--- config.mk ---
export PLATFORM = sky130hd
export DESIGN_NAME = ball_frame_latch_flat
export DESIGN_NICKNAME = d
export VERILOG_FILES = /design/src/rtl/curveball_pkg.sv /design/src/rtl/ball_frame_latch_if.sv /design/src/rtl/ball_zone_div.sv /design/src/rtl/ball_frame_latch.sv /design/src/flat_wrapper.sv
export SDC_FILE = /design/constraint.sdc
export NUM_CORES = 1
export LEC_CHECK = 0
export BUFFER_PORTS_ARGS = -buffer_cell sky130_fd_sc_hd__buf_2
export CORE_MARGIN = 2
export CORE_UTILIZATION = 40
export DETAILED_ROUTE_END_ITERATION = 10
export PLACE_DENSITY = 0.61
export SYNTH_ARGS = -nofsm -noshare
export SYNTH_HDL_FRONTEND = slang
export SYNTH_HIERARCHICAL = 1
export SYNTH_SLANG_ARGS = --single-unit
--- constraint.sdc ---
create_clock -name clk -period 3.4 [get_ports clk]
set_input_delay 1.02 -clock clk [delete_from_list [all_inputs] [get_ports clk]]
set_output_delay 1.02 -clock clk [all_outputs]
set_load 0.1 [all_outputs]
--- src/rtl/curveball_pkg.sv ---
// Shared constants, ball sprite size table and stage state encoding for the
// curveball video path (also consumed by the ball sprite renderer).
package curveball_pkg;

  localparam int H_ACTIVE  = 640;
  localparam int V_ACTIVE  = 480;
  localparam int Z_STEP    = 50;
  localparam int NUM_ZONES = 20;

  typedef enum logic [1:0] {
    ST_IDLE       = 2'd0,
    ST_CONVERT    = 2'd1,
    ST_WAIT_FRAME = 2'd2
  } ball_state_e;

  // Sprite edge length in pixels for each depth zone; nearer zones draw larger.
  function automatic logic [6:0] ball_size(input logic [4:0] zone);
    logic [6:0] s;
    case (zone)
      5'd0:    s = 7'd69;
      5'd1:    s = 7'd60;
      5'd2:    s = 7'd53;
      5'd3:    s = 7'd48;
      5'd4:    s = 7'd43;
      5'd5:    s = 7'd39;
      5'd6:    s = 7'd36;
      5'd7:    s = 7'd33;
      5'd8:    s = 7'd31;
      5'd9:    s = 7'd29;
      5'd10:   s = 7'd27;
      5'd11:   s = 7'd26;
      5'd12:   s = 7'd24;
      5'd13:   s = 7'd23;
      5'd14:   s = 7'd22;
      5'd15:   s = 7'd21;
      5'd16:   s = 7'd20;
      5'd17:   s = 7'd19;
      5'd18:   s = 7'd18;
      default: s = 7'd17;
    endcase
    return s;
  endfunction

endpackage

--- src/rtl/ball_frame_latch_if.sv ---
// Ball-centre update channel from game logic into ball_frame_latch.
interface ball_frame_latch_if;
  // Handshake: a transfer happens on every rising clk edge where in_valid and
  // in_ready are both high; in_x/in_y/in_z are only meaningful while in_valid.
  logic        in_valid;
  logic        in_ready;
  logic [15:0] in_x;
  logic [15:0] in_y;
  logic [15:0] in_z;

  modport master (output in_valid, output in_x, output in_y, output in_z,
                  input  in_ready);
  modport slave  (input  in_valid, input  in_x, input  in_y, input  in_z,
                  output in_ready);
endinterface

--- src/rtl/ball_zone_div.sv ---
// Iterative depth-to-zone divider: one subtraction of Z_STEP per cycle,
// saturating at the last zone. done_o is high in the cycle the zone is final.
module ball_zone_div
  import curveball_pkg::*;
#(
  parameter int Z_STEP_P    = Z_STEP,
  parameter int NUM_ZONES_P = NUM_ZONES
) (
  input  logic        clk,
  input  logic        rst,
  input  logic        start_i,
  input  logic [15:0] z_i,
  output logic        done_o,
  output logic [4:0]  zone_o
);

  localparam logic [15:0] STEP      = 16'(Z_STEP_P);
  localparam logic [4:0]  LAST_ZONE = 5'(NUM_ZONES_P - 1);

  logic [15:0] rem_q, rem_d;
  logic [4:0]  zone_q, zone_d;
  logic        busy_q, busy_d;
  logic        at_end;

  assign at_end = (rem_q < STEP) || (zone_q == LAST_ZONE);
  assign done_o = busy_q && at_end;
  assign zone_o = zone_q;

  always_comb begin
    rem_d  = rem_q;
    zone_d = zone_q;
    busy_d = busy_q;
    if (start_i) begin
      rem_d  = z_i;
      zone_d = 5'd0;
      busy_d = 1'b1;
    end else if (busy_q) begin
      if (at_end) begin
        busy_d = 1'b0;
      end else begin
        rem_d  = rem_q - STEP;
        zone_d = zone_q + 5'd1;
      end
    end
  end

  always_ff @(posedge clk) begin
    if (rst) begin
      rem_q  <= 16'd0;
      zone_q <= 5'd0;
      busy_q <= 1'b0;
    end else begin
      rem_q  <= rem_d;
      zone_q <= zone_d;
      busy_q <= busy_d;
    end
  end

endmodule

--- src/rtl/ball_frame_latch.sv ---
// Frame-synchronous ball position stage: converts a ball centre to a sprite
// corner and applies it only on entry to vertical blank. Optional BALL_CLAMP_EN.
module ball_frame_latch
  import curveball_pkg::*;
#(
  parameter int H_ACTIVE_P  = H_ACTIVE,
  parameter int V_ACTIVE_P  = V_ACTIVE,
  parameter int Z_STEP_P    = Z_STEP,
  parameter int NUM_ZONES_P = NUM_ZONES
) (
  input  logic                     clk,
  input  logic                     rst,
  ball_frame_latch_if.slave        in_if,
  input  logic [15:0]              pixel_y,
  output logic [15:0]              x_loc,
  output logic [15:0]              y_loc,
  output logic [15:0]              z_loc,
  output logic [4:0]               zone,
  output logic                     frame_commit,
  output logic [7:0]               overrun_cnt,
  output ball_state_e              dbg_state_o
);

  ball_state_e state_q, state_d;

  logic [15:0] cap_x_q, cap_x_d, cap_y_q, cap_y_d, cap_z_q, cap_z_d;
  logic [15:0] pend_x_q, pend_x_d, pend_y_q, pend_y_d, pend_z_q, pend_z_d;
  logic [4:0]  pend_zone_q, pend_zone_d;
  logic [15:0] x_loc_q, x_loc_d, y_loc_q, y_loc_d, z_loc_q, z_loc_d;
  logic [4:0]  zone_q, zone_d;
  logic        commit_q, commit_d;
  logic [7:0]  ovr_q, ovr_d;
  logic [15:0] pixel_y_q;

  logic        take;
  logic        blank_edge;
  logic        div_done;
  logic [4:0]  div_zone;
  logic [6:0]  size;
  logic [15:0] half;
  logic [15:0] corner_x, corner_y;

  assign in_if.in_ready = (state_q == ST_IDLE) || (state_q == ST_WAIT_FRAME);
  assign take           = in_if.in_valid && in_if.in_ready;
  assign blank_edge     = (pixel_y_q != pixel_y) && (pixel_y == 16'(V_ACTIVE_P));

  ball_zone_div #(
    .Z_STEP_P    (Z_STEP_P),
    .NUM_ZONES_P (NUM_ZONES_P)
  ) u_div (
    .clk     (clk),
    .rst     (rst),
    .start_i (take),
    .z_i     (in_if.in_z),
    .done_o  (div_done),
    .zone_o  (div_zone)
  );

  assign size = ball_size(div_zone);
  assign half = {10'd0, size[6:1]};

`ifdef BALL_CLAMP_EN
  // Keep the whole sprite on-screen; a negative corner pins to 0.
  logic signed [17:0] raw_x, raw_y, hi_x, hi_y;
  always_comb begin
    raw_x    = $signed({2'b00, cap_x_q}) - $signed({2'b00, half});
    raw_y    = $signed({2'b00, cap_y_q}) - $signed({2'b00, half});
    hi_x     = $signed(18'(H_ACTIVE_P - 1)) - $signed({11'd0, size});
    hi_y     = $signed(18'(V_ACTIVE_P - 1)) - $signed({11'd0, size});
    corner_x = raw_x[15:0];
    corner_y = raw_y[15:0];
    if (raw_x[17])        corner_x = 16'd0;
    else if (raw_x > hi_x) corner_x = hi_x[15:0];
    if (raw_y[17])        corner_y = 16'd0;
    else if (raw_y > hi_y) corner_y = hi_y[15:0];
  end
`else
  assign corner_x = cap_x_q - half;
  assign corner_y = cap_y_q - half;
`endif

  always_comb begin
    state_d     = state_q;
    cap_x_d     = cap_x_q;
    cap_y_d     = cap_y_q;
    cap_z_d     = cap_z_q;
    pend_x_d    = pend_x_q;
    pend_y_d    = pend_y_q;
    pend_z_d    = pend_z_q;
    pend_zone_d = pend_zone_q;
    x_loc_d     = x_loc_q;
    y_loc_d     = y_loc_q;
    z_loc_d     = z_loc_q;
    zone_d      = zone_q;
    commit_d    = 1'b0;
    ovr_d       = ovr_q;
    if (take) begin
      cap_x_d = in_if.in_x;
      cap_y_d = in_if.in_y;
      cap_z_d = in_if.in_z;
    end
    case (state_q)
      ST_IDLE: begin
        if (take) state_d = ST_CONVERT;
      end
      ST_CONVERT: begin
        if (div_done) begin
          pend_x_d    = corner_x;
          pend_y_d    = corner_y;
          pend_z_d    = cap_z_q;
          pend_zone_d = div_zone;
          state_d     = ST_WAIT_FRAME;
        end
      end
      ST_WAIT_FRAME: begin
        if (blank_edge) begin
          x_loc_d  = pend_x_q;
          y_loc_d  = pend_y_q;
          z_loc_d  = pend_z_q;
          zone_d   = pend_zone_q;
          commit_d = 1'b1;
          state_d  = take ? ST_CONVERT : ST_IDLE;
        end else if (take) begin
          // A pending value replaced before it could be shown is an overrun.
          if (ovr_q != 8'hFF) ovr_d = ovr_q + 8'd1;
          state_d = ST_CONVERT;
        end
      end
      default: state_d = ST_IDLE;
    endcase
  end

  always_ff @(posedge clk) begin
    if (rst) begin
      state_q     <= ST_IDLE;
      cap_x_q     <= 16'd0;
      cap_y_q     <= 16'd0;
      cap_z_q     <= 16'd0;
      pend_x_q    <= 16'd0;
      pend_y_q    <= 16'd0;
      pend_z_q    <= 16'd0;
      pend_zone_q <= 5'd0;
      x_loc_q     <= 16'd0;
      y_loc_q     <= 16'd0;
      z_loc_q     <= 16'd0;
      zone_q      <= 5'd0;
      commit_q    <= 1'b0;
      ovr_q       <= 8'd0;
      pixel_y_q   <= 16'd0;
    end else begin
      state_q     <= state_d;
      cap_x_q     <= cap_x_d;
      cap_y_q     <= cap_y_d;
      cap_z_q     <= cap_z_d;
      pend_x_q    <= pend_x_d;
      pend_y_q    <= pend_y_d;
      pend_z_q    <= pend_z_d;
      pend_zone_q <= pend_zone_d;
      x_loc_q     <= x_loc_d;
      y_loc_q     <= y_loc_d;
      z_loc_q     <= z_loc_d;
      zone_q      <= zone_d;
      commit_q    <= commit_d;
      ovr_q       <= ovr_d;
      pixel_y_q   <= pixel_y;
    end
  end

  assign x_loc        = x_loc_q;
  assign y_loc        = y_loc_q;
  assign z_loc        = z_loc_q;
  assign zone         = zone_q;
  assign frame_commit = commit_q;
  assign overrun_cnt  = ovr_q;
  assign dbg_state_o  = state_q;

endmodule

--- src/flat_wrapper.sv ---
// flat-port wrapper written by rule: the top's interface ports become plain ports
module ball_frame_latch_flat import curveball_pkg::*;
#(
  parameter int H_ACTIVE_P  = H_ACTIVE,
  parameter int V_ACTIVE_P  = V_ACTIVE,
  parameter int Z_STEP_P    = Z_STEP,
  parameter int NUM_ZONES_P = NUM_ZONES
)
  (clk, rst, pixel_y, x_loc, y_loc, z_loc, zone, frame_commit, overrun_cnt, dbg_state_o, in_if_in_valid, in_if_in_x, in_if_in_y, in_if_in_z, in_if_in_ready);
  ball_frame_latch_if in_if_i ();
  input  logic clk;
  input  logic rst;
  input  logic [15:0] pixel_y;
  output logic [15:0] x_loc;
  output logic [15:0] y_loc;
  output logic [15:0] z_loc;
  output logic [4:0] zone;
  output logic frame_commit;
  output logic [7:0] overrun_cnt;
  output ball_state_e dbg_state_o;
  input wire logic [$bits(in_if_i.in_valid)-1:0] in_if_in_valid;
  input wire logic [$bits(in_if_i.in_x)-1:0] in_if_in_x;
  input wire logic [$bits(in_if_i.in_y)-1:0] in_if_in_y;
  input wire logic [$bits(in_if_i.in_z)-1:0] in_if_in_z;
  output wire logic [$bits(in_if_i.in_ready)-1:0] in_if_in_ready;
  assign in_if_i.in_valid = in_if_in_valid;
  assign in_if_i.in_x = in_if_in_x;
  assign in_if_i.in_y = in_if_in_y;
  assign in_if_i.in_z = in_if_in_z;
  assign in_if_in_ready = in_if_i.in_ready;
  ball_frame_latch #(.H_ACTIVE_P(H_ACTIVE_P), .V_ACTIVE_P(V_ACTIVE_P), .Z_STEP_P(Z_STEP_P), .NUM_ZONES_P(NUM_ZONES_P)) u_core (.clk(clk), .rst(rst), .in_if(in_if_i), .pixel_y(pixel_y), .x_loc(x_loc), .y_loc(y_loc), .z_loc(z_loc), .zone(zone), .frame_commit(frame_commit), .overrun_cnt(overrun_cnt), .dbg_state_o(dbg_state_o));
endmodule
* Word-level counts from Yosys, hierarchy flattened *
Memories as Yosys holds them, arrays and structs flattened. A register that Yosys moved wholly into a read port is not among the register bits.
Cells that the tools add are included.

word-level totals
  flip-flop bits (word level) = 203
  ROM bits = 224
  input bits = 67
  output and inout bits = 65
  logic and storage cells = 64
  memories = 1

operators by class
  add/subtract/negate cells = 5
  magnitude comparators = 1
  equal/unequal tests = 8
  multiplexer cells = 14
  bitwise logic cells = 3
  reductions and logical operators = 14

memories
  name             words  width  read ports  clocked after memory_dff  write ports  RTL line             source
  (no name shown)  32     7      1           1                         0            curveball_pkg.sv:19  case (zone)

operator list
  cell                     count
  $mux W16                 3
  $sub A16 B6 Y16          2
  $eq A16 B9 Y1 const B    1
  $lt A16 B6 Y1 const B    1
  $ne A16 B16 Y1           1
  $sub A16 B6 Y16 const B  1
  $mux W5                  2
  $add A8 B1 Y8 const B    1
  $ne A8 B8 Y1 const B     1
  $reduce_and A2 Y1        4
  $mux W2                  3
  $pmux W2 S3              1
  $add A5 B1 Y5 const B    1
  $eq A5 B5 Y1 const B     1
  $mux W1                  5
  $ne A2 B1 Y1 const B     2
  $reduce_and A4 Y1        1
  $reduce_or A2 Y1         2
  $logic_and A1 B1 Y1      3
  $not A1 Y1               3
  $eq A2 B1 Y1 const B     1
  $eq A2 B2 Y1 const B     1
  $logic_not A2 Y1         1
  $logic_or A1 B1 Y1       2
  $reduce_bool A2 Y1       1

* Depth between registers and ports, before layout *
Gate-level depths: netlist of the first run.

  depth in word-level cells = 6
  gate-level depth with buffers = 15
  gate-level depth less buffers = 15

* Modules after synthesis *
The synthesis of the first run kept the hierarchy.

by module, submodules not included
  module            times used  cells each  area each (µm²)  seq. area each (µm²)
  ball_frame_latch  1           893         7704.9           3623.5
  ball_zone_div     1           134         1216.2           420.4

* Worst setup path before layout of the first run *
No wires, ideal clock.

  kind = register -> register
  start point = register u_core.state_q[0] (netlist: u_core/dbg_state_o[0])
  end point = register u_core.pend_x_q[1]
  setup time = 0.070 ns
  arrival = 3.106 ns
  data required time = 3.330 ns
  setup slack = 0.224 ns
  cell stages (with the launch flop) = 7
  path buffers = 2
  period minus slack after synthesis = 3.176 ns
  path through = dfxtp_1 > inv_1 > nor3b_1 > clkbuf_1 > clkbuf_1 > nand2_1 > a21oi_1

between the ends
  word-level cells in the longest chain between the ends = 2

ends and longest elaborated chain
  what                         RTL line                 source
  from (decl)                  ball_frame_latch.sv:24   ball_state_e state_q, state_d;
  from (signal assigned)       ball_frame_latch.sv:151  state_q <= state_d;
  $eq A2 B1 Y1                 ball_frame_latch.sv:102  case (state_q)
  $reduce_and A2 Y1 (no line)  n/a
  to (signal assigned)         ball_frame_latch.sv:155  pend_x_q <= pend_x_d;
  to (decl)                    ball_frame_latch.sv:27   logic [15:0] pend_x_q, pend_x_d, pend_y_q, pend_y_d, pend_z_q, pend_z_d;

Every way passes these cells.
A chain may end at the register's enable or synchronous reset.

* Worst setup path in the final report of the first run *
  start point = register u_core.u_div.zone_q[0] (netlist: u_core/u_div/zone_o[0])
  end point = register u_core.pend_x_q[11]

between the ends
  word-level cells in the longest chain between the ends = 4

ends and longest elaborated chain
  what                         RTL line             source
  from (decl)                  ball_zone_div.sv:21  logic [4:0] zone_q, zone_d;
  from (signal assigned)       ball_zone_div.sv:54  zone_q <= zone_d;
  $eq A5 B5 Y1                 ball_zone_div.sv:25  assign at_end = (rem_q < STEP) || (zone_q == LAST_ZONE);
  $logic_or A1 B1 Y1           ball_zone_div.sv:25
  $logic_and A1 B1 Y1          ball_zone_div.sv:26  assign done_o = busy_q && at_end;
  $reduce_and A2 Y1 (no line)  n/a

Every way passes these cells.

==> results.yml, run 1 <==
logic_synthesis:
  synth_flop_cell: "dfxtp_1"
  synth_edf_count: 0
  syn-cell-area_um2: 8920
  synthCells: 1027
  synth_top_area_share_pct: 45.3
  syn_nets: 1119
  ys_seq_elements: 202
  yosys_warnings: 6
  ys_top_cells_by_area: "dfxtp_1 (45%), nand2_1 (7.7%), mux2i_1 (6.8%)"
  ys_types: 73
  yosysTopAreaCell: "dfxtp_1"
  avgSynthCellArea_um2: 8.69
  async_flop_share_pct: 0
  synth_seq_area_share_pct: 45.3
placed_design:
  dp_hpwl_um: 14500
  gp_congestion: 0.843
  port_buffers: 131
  post-place-ws_ns: 0.298
  place_area_um2: 9910
cts:
  cts_buffers: 23
  cts_buffer_depth: 3
  cts_tree: "built"
  cts_setup_buffers: 0
  htreeDepth: 1
  cts_resized: 0
  clock_sinks: 202
  cts.reportedPaths.clkPinSlew_ns: 0.06
  cts_hold_buf: 0
  ctsRootBufferMaster: "clkbuf_16"
  clk_latency_ns: 0.50
grt:
  grt_pass1_wl_um: 34400
  grt_antenna_before_repair: 0
  overflow: 0
  grt_pass1_vias: 6920
  globalRouteTotalUtil_pct: 17.3
  grt_max_degree: 88
power_and_ir_drop:
  p_leak_nw: 4.15
  peakVddDrop_mv: 0.336
  p_per_area_nw_per_um2: 530
setup_path:
  required_ns: 3.81
  critPathArrivalTime_ns: 3.55
  critPathLaunchType: "flop"
  path_max_fanout: 8
  end_kind: "flop"
  crit_type: "flop to flop"
sta:
  setup_viol: 0
  fmax_mhz: 319
  worst_slack_ns: 0.261
  rsz0062_at_grt: "false"
  hold_ws_ns: 0.452
  worst_slew_pin_slew_ns: 0.689
  hold_viol: 0
  drv_slew: 0
  fin_worst_skew_ns: 0.0106
  period_needed_ns: 3.14
  min_period_over_period_pct: 92.3
  relSlewSlack_pct: 53.7
  fin_setup_tns_ns: 0
route:
  vias: 7307
  drc_errors: 0
  drt_wl_total_um: 21000
  viasPerCell: 5.07
  drtIter0Drc: 399
  ant_nets: 0
  dr.pass1.iters: 5
  routedWlPerCell_um: 14.6
floorplan:
  die_height_um: 153
  dieArea_um2: 23500
  core_area_um2: 21900
  row_count: 54
  io_pins: 132
  dieWidth_um: 153
  start_util_pct: 40.8
cells_and_area:
  antenna_cells: 0
  syn_to_final_growth_pct: 19.8
  nNetsFinal: 1239
  final_design_area_no_fill_um2: 10700
  drive_gt1_share_pct: 18.5
  fin_util_pct: 48.8
min_path:
  holdCritPathClass: "flop to flop"
status:
  status: "complete, no violations"
run:
  drv_cap: 0
-- worst paths after layout --
path | endpoint | startpoint | cells after the start | slack (ns)
worst min-delay path | u_core/pend_z_q[5] | u_core/cap_z_q[5] | 2 | 0.45
worst max-delay path | u_core/pend_x_q[11] | u_core/u_div/zone_o[0] | 9 | 0.26
worst max register to register | u_core/pend_x_q[11] | u_core/u_div/zone_o[0] | 9 | 0.26
worst min register to register | u_core/pend_z_q[5] | u_core/cap_z_q[5] | 2 | 0.45
-- synthesized netlist by cell type (4+ instances only) --
cell type,number
clkbuf_1,41
nand3b_1,4
nor2_1,113
or3_1,8
xor2_1,11
o21bai_1,4
a21oi_1,100
nand4_1,10
and2_1,5
o21a_1,5
nor4_1,9
or2_2,6
dfxtp_1,202
mux2i_1,61
nor2b_1,22
xnor2_1,48
nand2b_1,4
o21ai_0,15
buf_2,10
inv_1,18
nor3_1,21
nand3_1,7
ha_1,25
nand2_1,184
a211oi_1,29
-- cells in the final DEF, fill, tap and decap left out, drive strengths merged, types with 5 or more instances in the layout --
master	Yosys	layout
a211oi	29	29
a21oi	101	101
and2	6	6
buf	14	152
clkbuf	42	30
dfxtp	202	202
ha	25	25
inv	19	19
mux2i	61	61
nand2	184	184
nand3	7	7
nand4	10	10
nor2	113	113
nor2b	22	22
nor3	21	21
nor4	10	10
o21a	5	5
o21ai	18	18
or2	7	7
or3	9	9
xnor2	48	48
xor2	11	11
-- worst max-delay path, stage by stage, from the launching register on --
cell and delay [ns]:
dfxtp_1 0.30, buf_4 0.16, ha_1 0.19, o31ai_1 0.57
ha_1 0.38, a41o_1 0.25, a41oi_4 0.28, a22oi_2 0.19
or4_1 0.49, a311oi_1 0.25
-- flip-flops by register name (all words and copies together), names as in the netlist --
register             cells
u_core/u_div/busy_q      1
u_core/cap_x_q          16
u_core/u_div/rem_q      15
u_core/x_loc            16
u_core/pend_zone_q       5
u_core/frame_commit      1
u_core/zone              5
u_core/u_div/zone_o      5
u_core/overrun_cnt       8
u_core/pend_x_q         16
u_core/cap_z_q          16
u_core/pend_z_q         16
u_core/pixel_y_q        16
u_core/dbg_state_o       2
u_core/z_loc            16
u_core/y_loc            16
u_core/pend_y_q         16
u_core/cap_y_q          16
-- power breakdown --
part	switching [mW]	internal [mW]	leakage, nW
clock network	0.956	1.55	0.377
logic	0.370	0.272	2.13
registers	0.0733	2.44	1.64
-- per-layer routing --
layer	GRT usage [%]	vias to the layer above	routed length (µm)
li1	-	3766	-
met1	23.3	3374	9930
met2	29.0	141	9760
met3	2.86	26	933
met4	4.59	0	386
met5	0	-	0
-- layout make-up --
type,instances,area (µm²)
Clock inverter,8,129
Clock buffer,30,642
Fill cell,2110,11200
Multi-Input combinational cell,749,4580
Tap cell,280,350
Sequential cell,202,4040
Inverter,19,71.3
Timing Repair Buffer,152,870
-- per-stage QoR --
step	instances	power, mW
2_1_floorplan	1027	3.03
3_3_place_gp	1402	3.21
3_5_place_dp	1402	3.21
4_1_cts	1440	5.72
5_1_grt	1440	5.92
6_report	1440	5.67
-- logic make-up after synthesis --
kind of cell / synth area share [%]
simple gates: 21.1
flops: 45.3
compound gates: 14.0
buf+inv: 3.49
mux: 6.84
xor+xnor: 5.79
fa+ha+maj: 3.51
Power figures use the tool's default switching activity.
==> run 2, diff against run 1 <==
Settings changed: CORE_UTILIZATION 40 to 51, PLACE_DENSITY 0.61 to 0.75.
==> run 2 against run 1 <==
- final area down 2.0%
- largest cell class unchanged
- final cell count down 4.1%
- clock power fell by 14%
- largest power group unchanged
- highest routed layer unchanged
- non-clock buffer count is 2 lower
- register-to-register slack about the same
- via count increased by 0.77%
- critical endpoint is now u_core/pend_x_q[10]
- utilization increased by 12 points
==> results.yml, run 2 (same netlist as run 1, synthesis figures left out) <==
setup_path:
  critPathLaunchType: "flop"
  crit_type: "flop to flop"
  required_ns: 3.80
  reg2reg_depth: 13
  slowest_delay_ns: 0.41
  timing.rr.end: "u_core/pend_x_q[10]"
  path_buf_inv: 1
  crit_chain: "inv_1, ha_1, nand2b_1, o211a_1, or3b_4, and2_1, ha_1, a21o_1, a41o_1, o21a_1, nor3_1, xnor2_1, a211oi_1"
  cp_slowest_cell: "or3b_4"
  crit_top_cell: "ha_1"
  cp_top_family: "compound AO/OA/AOI/OAI gates"
  end_kind: "flop"
  r2r_slack_ns: 0.25
  reg2reg_from: "u_core/u_div/zone_o[1]"
  path_max_fanout: 5
  critPathArrivalTime_ns: 3.55
  crit_start: "u_core/u_div/zone_o[1]"
route:
  ant_nets: 0
  viasPerCell: 5.33
  drt_wl_total_um: 20200
  routedWlPerCell_um: 14.6
  drtIter0Drc: 517
  drc_errors: 0
  dr.pass1.iters: 5
  vias: 7363
min_path:
  worstHoldStart: "u_core/cap_z_q[7]"
  holdCritPathClass: "flop to flop"
  holdPathStages: 2
  min_to: "u_core/pend_z_q[7]"
sta:
  period_needed_ns: 3.15
  min_period_over_period_pct: 92.6
  worst_slew_pin_slew_ns: 0.650
  rsz0062_at_grt: "false"
  relSlewSlack_pct: 56.4
  hold_ws_ns: 0.452
  worst_slack_ns: 0.250
  drv_slew: 0
  fin_worst_skew_ns: 0.00913
  fin_setup_tns_ns: 0
  fmax_mhz: 317
  hold_viol: 0
  setup_viol: 0
run:
  drv_cap: 0
power_and_ir_drop:
  peakVddDrop_mv: 0.326
  switchingPower_mw: 1.35
  p_seq_share_pct: 47.4
  p_per_area_nw_per_um2: 507
  switching_share_pct: 25.4
  p_leak_nw: 4.07
  pwr-share-clk_pct: 40.5
  intPower_mw: 3.96
  p_comb_share_pct: 12.1
cts:
  clk_latency_ns: 0.49
  cts_setup_buffers: 0
  cts_hold_buf: 0
  cts_buffer_depth: 3
  clock_sinks: 202
  cts_resized: 0
  cts_buffers: 20
  cts_tree: "built"
  ctsRootBufferMaster: "clkbuf_16"
  htreeDepth: 1
  cts.reportedPaths.clkPinSlew_ns: 0.06
placed_design:
  port_buffers: 131
  dp_cells: 1345
  place_area_um2: 9820
  post-place-ws_ns: 0.290
  gp_congestion: 0.834
  dp_hpwl_um: 13900
grt:
  grt_pass1_vias: 6983
  globalRouteTotalUtil_pct: 21.7
  grt_pass1_wl_um: 33300
  overflow: 0
  grt_antenna_before_repair: 0
  grt_max_degree: 78
floorplan:
  io_pins: 132
  dieWidth_um: 136
  die_height_um: 136
  start_util_pct: 51.9
  row_count: 48
  dieArea_um2: 18600
  core_area_um2: 17200
cells_and_area:
  antenna_cells: 0
  final_common_cell: "dfxtp_1"
  nFillCells: 1516
  multiInputGateArea_um2: 4580
  ff_latch_area_um2: 4040
  syn_to_final_growth_pct: 17.3
  final_cell_mix: "dfxtp_1 (202), nand2_1 (183), buf_2 (130), nor2_1 (113), a21oi_1 (100)"
  drive_gt1_share_pct: 18.2
  nNetsFinal: 1234
  instances_no_fill: 1381
  final_design_area_no_fill_um2: 10500
status:
  status: "complete, no violations"
## run 2: cell count changes in the layout (fill, tap and decap cells not counted), sizes merged
cell      change
buf           -2
clkinv        -2
clkinvlp      +2
bufinv        -3
clkbuf        +1
## run 2: layout make-up
| type | count | share of cell area [%] |
|---|---|---|
| Sequential cell | 202 | 38.6 |
| Tap cell | 225 | 2.69 |
| Inverter | 19 | 0.681 |
| Clock buffer | 31 | 5.86 |
| Multi-Input combinational cell | 749 | 43.8 |
| Clock inverter | 5 | 0.311 |
| Timing Repair Buffer | 150 | 8.04 |
## run 2: worst max-delay path by stage
stage	endpoint	cells after the start
after detailed placement	u_core/pend_x_q[14]	13
after global routing	u_core/pend_x_q[10]	13
final	u_core/pend_x_q[10]	13
after CTS	u_core/pend_x_q[14]	13
after floorplan	u_core/pend_x_q[1]	6
after global placement	u_core/pend_x_q[12]	13
## run 2: stage by stage
stage / power (mW) / utilization (%)
floorplan: 3.03 / -
global placement: 3.19 / 57.2
detailed placement: 3.20 / 57.2
CTS: 5.34 / 60.9
global route: 5.54 / 60.9
finish: 5.31 / 60.9
## run 2: tightest hold or removal path: cells and delay by family, from the launching register on
kind             cells  cell delay [ns]
AO/OA/AOI/OAI        1             0.05
flip-flops           1             0.31
AND/OR/NAND/NOR      1             0.05
## run 2: metal layers
metal / track usage [%] / routed length [µm] / up-vias
met2: 37.4 / 9630 / 172
li1: - / - / 3731
met4: 6.54 / 434 / 0
met3: 3.32 / 875 / 38
met1: 28.1 / 9210 / 3422
met5: 0 / 0 / -
## run 2: power by group through the flow
stage                     combinational [mW]  clock (mW)  sequential [mW]
after floorplan                        0.476           0             2.56
after global placement                 0.627           0             2.56
after detailed placement               0.637           0             2.57
after CTS                              0.643        2.18             2.51
after global routing                   0.719        2.29             2.52
final                                  0.644        2.15             2.52
==> run 3, diff against run 2 <==
Settings changed: PLACE_DENSITY 0.75 to default, PLACE_DENSITY_LB_ADDON from default to 0.15.
==> run 3 against run 2 <==
- non-clock buffer count decreased by 3
- via count increased by 0.29%
- flip-flop and latch count unchanged
- total power increased by 3.0%
- worst hold slack got worse by 0.00068 ns
- utilization increased by 0.23 points
- critical path depth decreased by 2
==> results.yml, run 3 (same netlist as run 1, synthesis figures left out) <==
floorplan:
  io_pins: 132
  dieWidth_um: 136
  core_area_um2: 17200
  die_height_um: 136
  dieArea_um2: 18600
  start_util_pct: 51.9
  row_count: 48
sta:
  hold_ws_ns: 0.452
  worst_slack_ns: 0.274
  min_period_over_period_pct: 92.0
  setup_viol: 0
  worst_slew_pin_slew_ns: 0.682
  drv_slew: 0
  hold_viol: 0
  fin_setup_tns_ns: 0
  relSlewSlack_pct: 54.6
  fin_worst_skew_ns: 0.0123
  fmax_mhz: 320
  period_needed_ns: 3.13
  rsz0062_at_grt: "false"
setup_path:
  required_ns: 3.81
  crit_start: "u_core/u_div/zone_o[2]"
  reg2reg_from: "u_core/u_div/zone_o[2]"
  critPathArrivalTime_ns: 3.53
  end_kind: "flop"
  crit_type: "flop to flop"
  path_max_fanout: 18
  critPathLaunchType: "flop"
cells_and_area:
  drive_gt1_share_pct: 18.1
  fin_util_pct: 61.2
  ff_latch_area_um2: 4040
  final_common_cell: "dfxtp_1"
  final_cell_mix: "dfxtp_1 (202), nand2_1 (184), buf_2 (130), nor2_1 (113), a21oi_1 (100)"
  antenna_cells: 0
  syn_to_final_growth_pct: 17.8
  multiInputGateArea_um2: 4580
  instances_no_fill: 1381
  nFillCells: 1612
  nNetsFinal: 1233
power_and_ir_drop:
  p_leak_nw: 4.09
  p_seq_share_pct: 46.1
  switching_share_pct: 25.0
  intPower_mw: 4.10
  pwr-share-clk_pct: 42.2
  peakVddDrop_mv: 0.365
  p_per_area_nw_per_um2: 520
  switchingPower_mw: 1.37
  p_comb_share_pct: 11.8
route:
  ant_nets: 0
  drt_wl_total_um: 20300
  vias: 7384
  dr.pass1.iters: 5
  viasPerCell: 5.35
  routedWlPerCell_um: 14.7
  drc_errors: 0
  drtIter0Drc: 406
placed_design:
  port_buffers: 131
  gp_congestion: 0.855
  post-place-ws_ns: 0.301
  dp_cells: 1342
  dp_hpwl_um: 13800
grt:
  grt_pass1_vias: 6783
  grt_pass1_wl_um: 33200
  overflow: 0
  grt_busiest_layer: "met2"
  grt_max_degree: 94
  grt.met2_usage_pct: 37.0
  grt_antenna_before_repair: 1
  met3_usage_pct: 3.50
  globalRouteMet1Util_pct: 29.0
  globalRouteTotalUtil_pct: 21.9
cts:
  cts_buffers: 22
  cts_hold_buf: 0
  clock_sinks: 202
  cts_setup_buffers: 0
  cts_tree: "built"
  cts_resized: 0
  htreeDepth: 1
  cts_buffer_depth: 3
  cts.reportedPaths.clkPinSlew_ns: 0.06
  ctsRootBufferMaster: "clkbuf_16"
  clk_latency_ns: 0.50
status:
  status: "complete, no violations"
min_path:
  holdCritPathClass: "flop to flop"
  worstHoldStart: "u_core/cap_z_q[11]"
run:
  drv_cap: 0
[run 3: changes by cell type in the layout (fill, tap and decap cells not counted)]
cell        change
clkbuf_1        -1
clkinvlp_4      -2
nand2_2         -1
clkbuf_8        +2
nor3_1          +1
nor3_2          -1
nand2_1         +1
buf_4           -3
clkbuf_16       +2
clkinv_2        +2
[run 3: worst max-delay path: stages (launching register included)]
cell	delay [ns]
dfxtp_1	0.71
nand2b_1	0.20
o211a_1	0.19
or3b_4	0.42
and2_1	0.17
ha_1	0.20
a21o_1	0.17
a41o_1	0.22
o21a_1	0.26
nor3_1	0.20
xnor2_1	0.09
a211oi_1	0.21
[run 3: through the flow]
stage	area [µm²]	power [mW]
5_1_grt	10500	5.70
3_5_place_dp	9790	3.21
4_1_cts	10500	5.52
3_3_place_gp	9790	3.20
6_report	10500	5.47
2_1_floorplan	8920	3.03
[run 3: path summary, 6_finish.rpt]
| path | end | slack [ns] | cells after the start |
|---|---|---|---|
| setup / recovery | u_core/pend_x_q[8] | 0.27 | 11 |
| hold / removal | u_core/pend_z_q[11] | 0.45 | 2 |
| setup reg to reg | u_core/pend_x_q[8] | 0.27 | 11 |
| hold reg to reg | u_core/pend_z_q[11] | 0.45 | 2 |
[run 3: power groups by stage]
stage / logic [mW] / clock network [mW] / registers (mW)
floorplan: 0.476 / 0 / 2.56
global placement: 0.633 / 0 / 2.57
CTS: 0.643 / 2.37 / 2.52
global route: 0.720 / 2.45 / 2.53
finish: 0.643 / 2.30 / 2.52
detailed placement: 0.638 / 0 / 2.57
[run 3: area by class of cell]
type | count | share of cell area [%]
Timing Repair Buffer | 147 | 7.80
Sequential cell | 202 | 38.5
Clock buffer | 34 | 6.54
Clock inverter | 5 | 0.262
Tap cell | 225 | 2.68
Multi-Input combinational cell | 749 | 43.6
Inverter | 19 | 0.679
[run 3: metal layers]
layer | share of wire (%) | routed length (µm) | vias up
met5 | 0.064 | 13 | -
met4 | 1.9 | 391 | 2
met3 | 4.5 | 907 | 36
met2 | 47 | 9510 | 147
met1 | 47 | 9440 | 3451
li1 | - | - | 3748
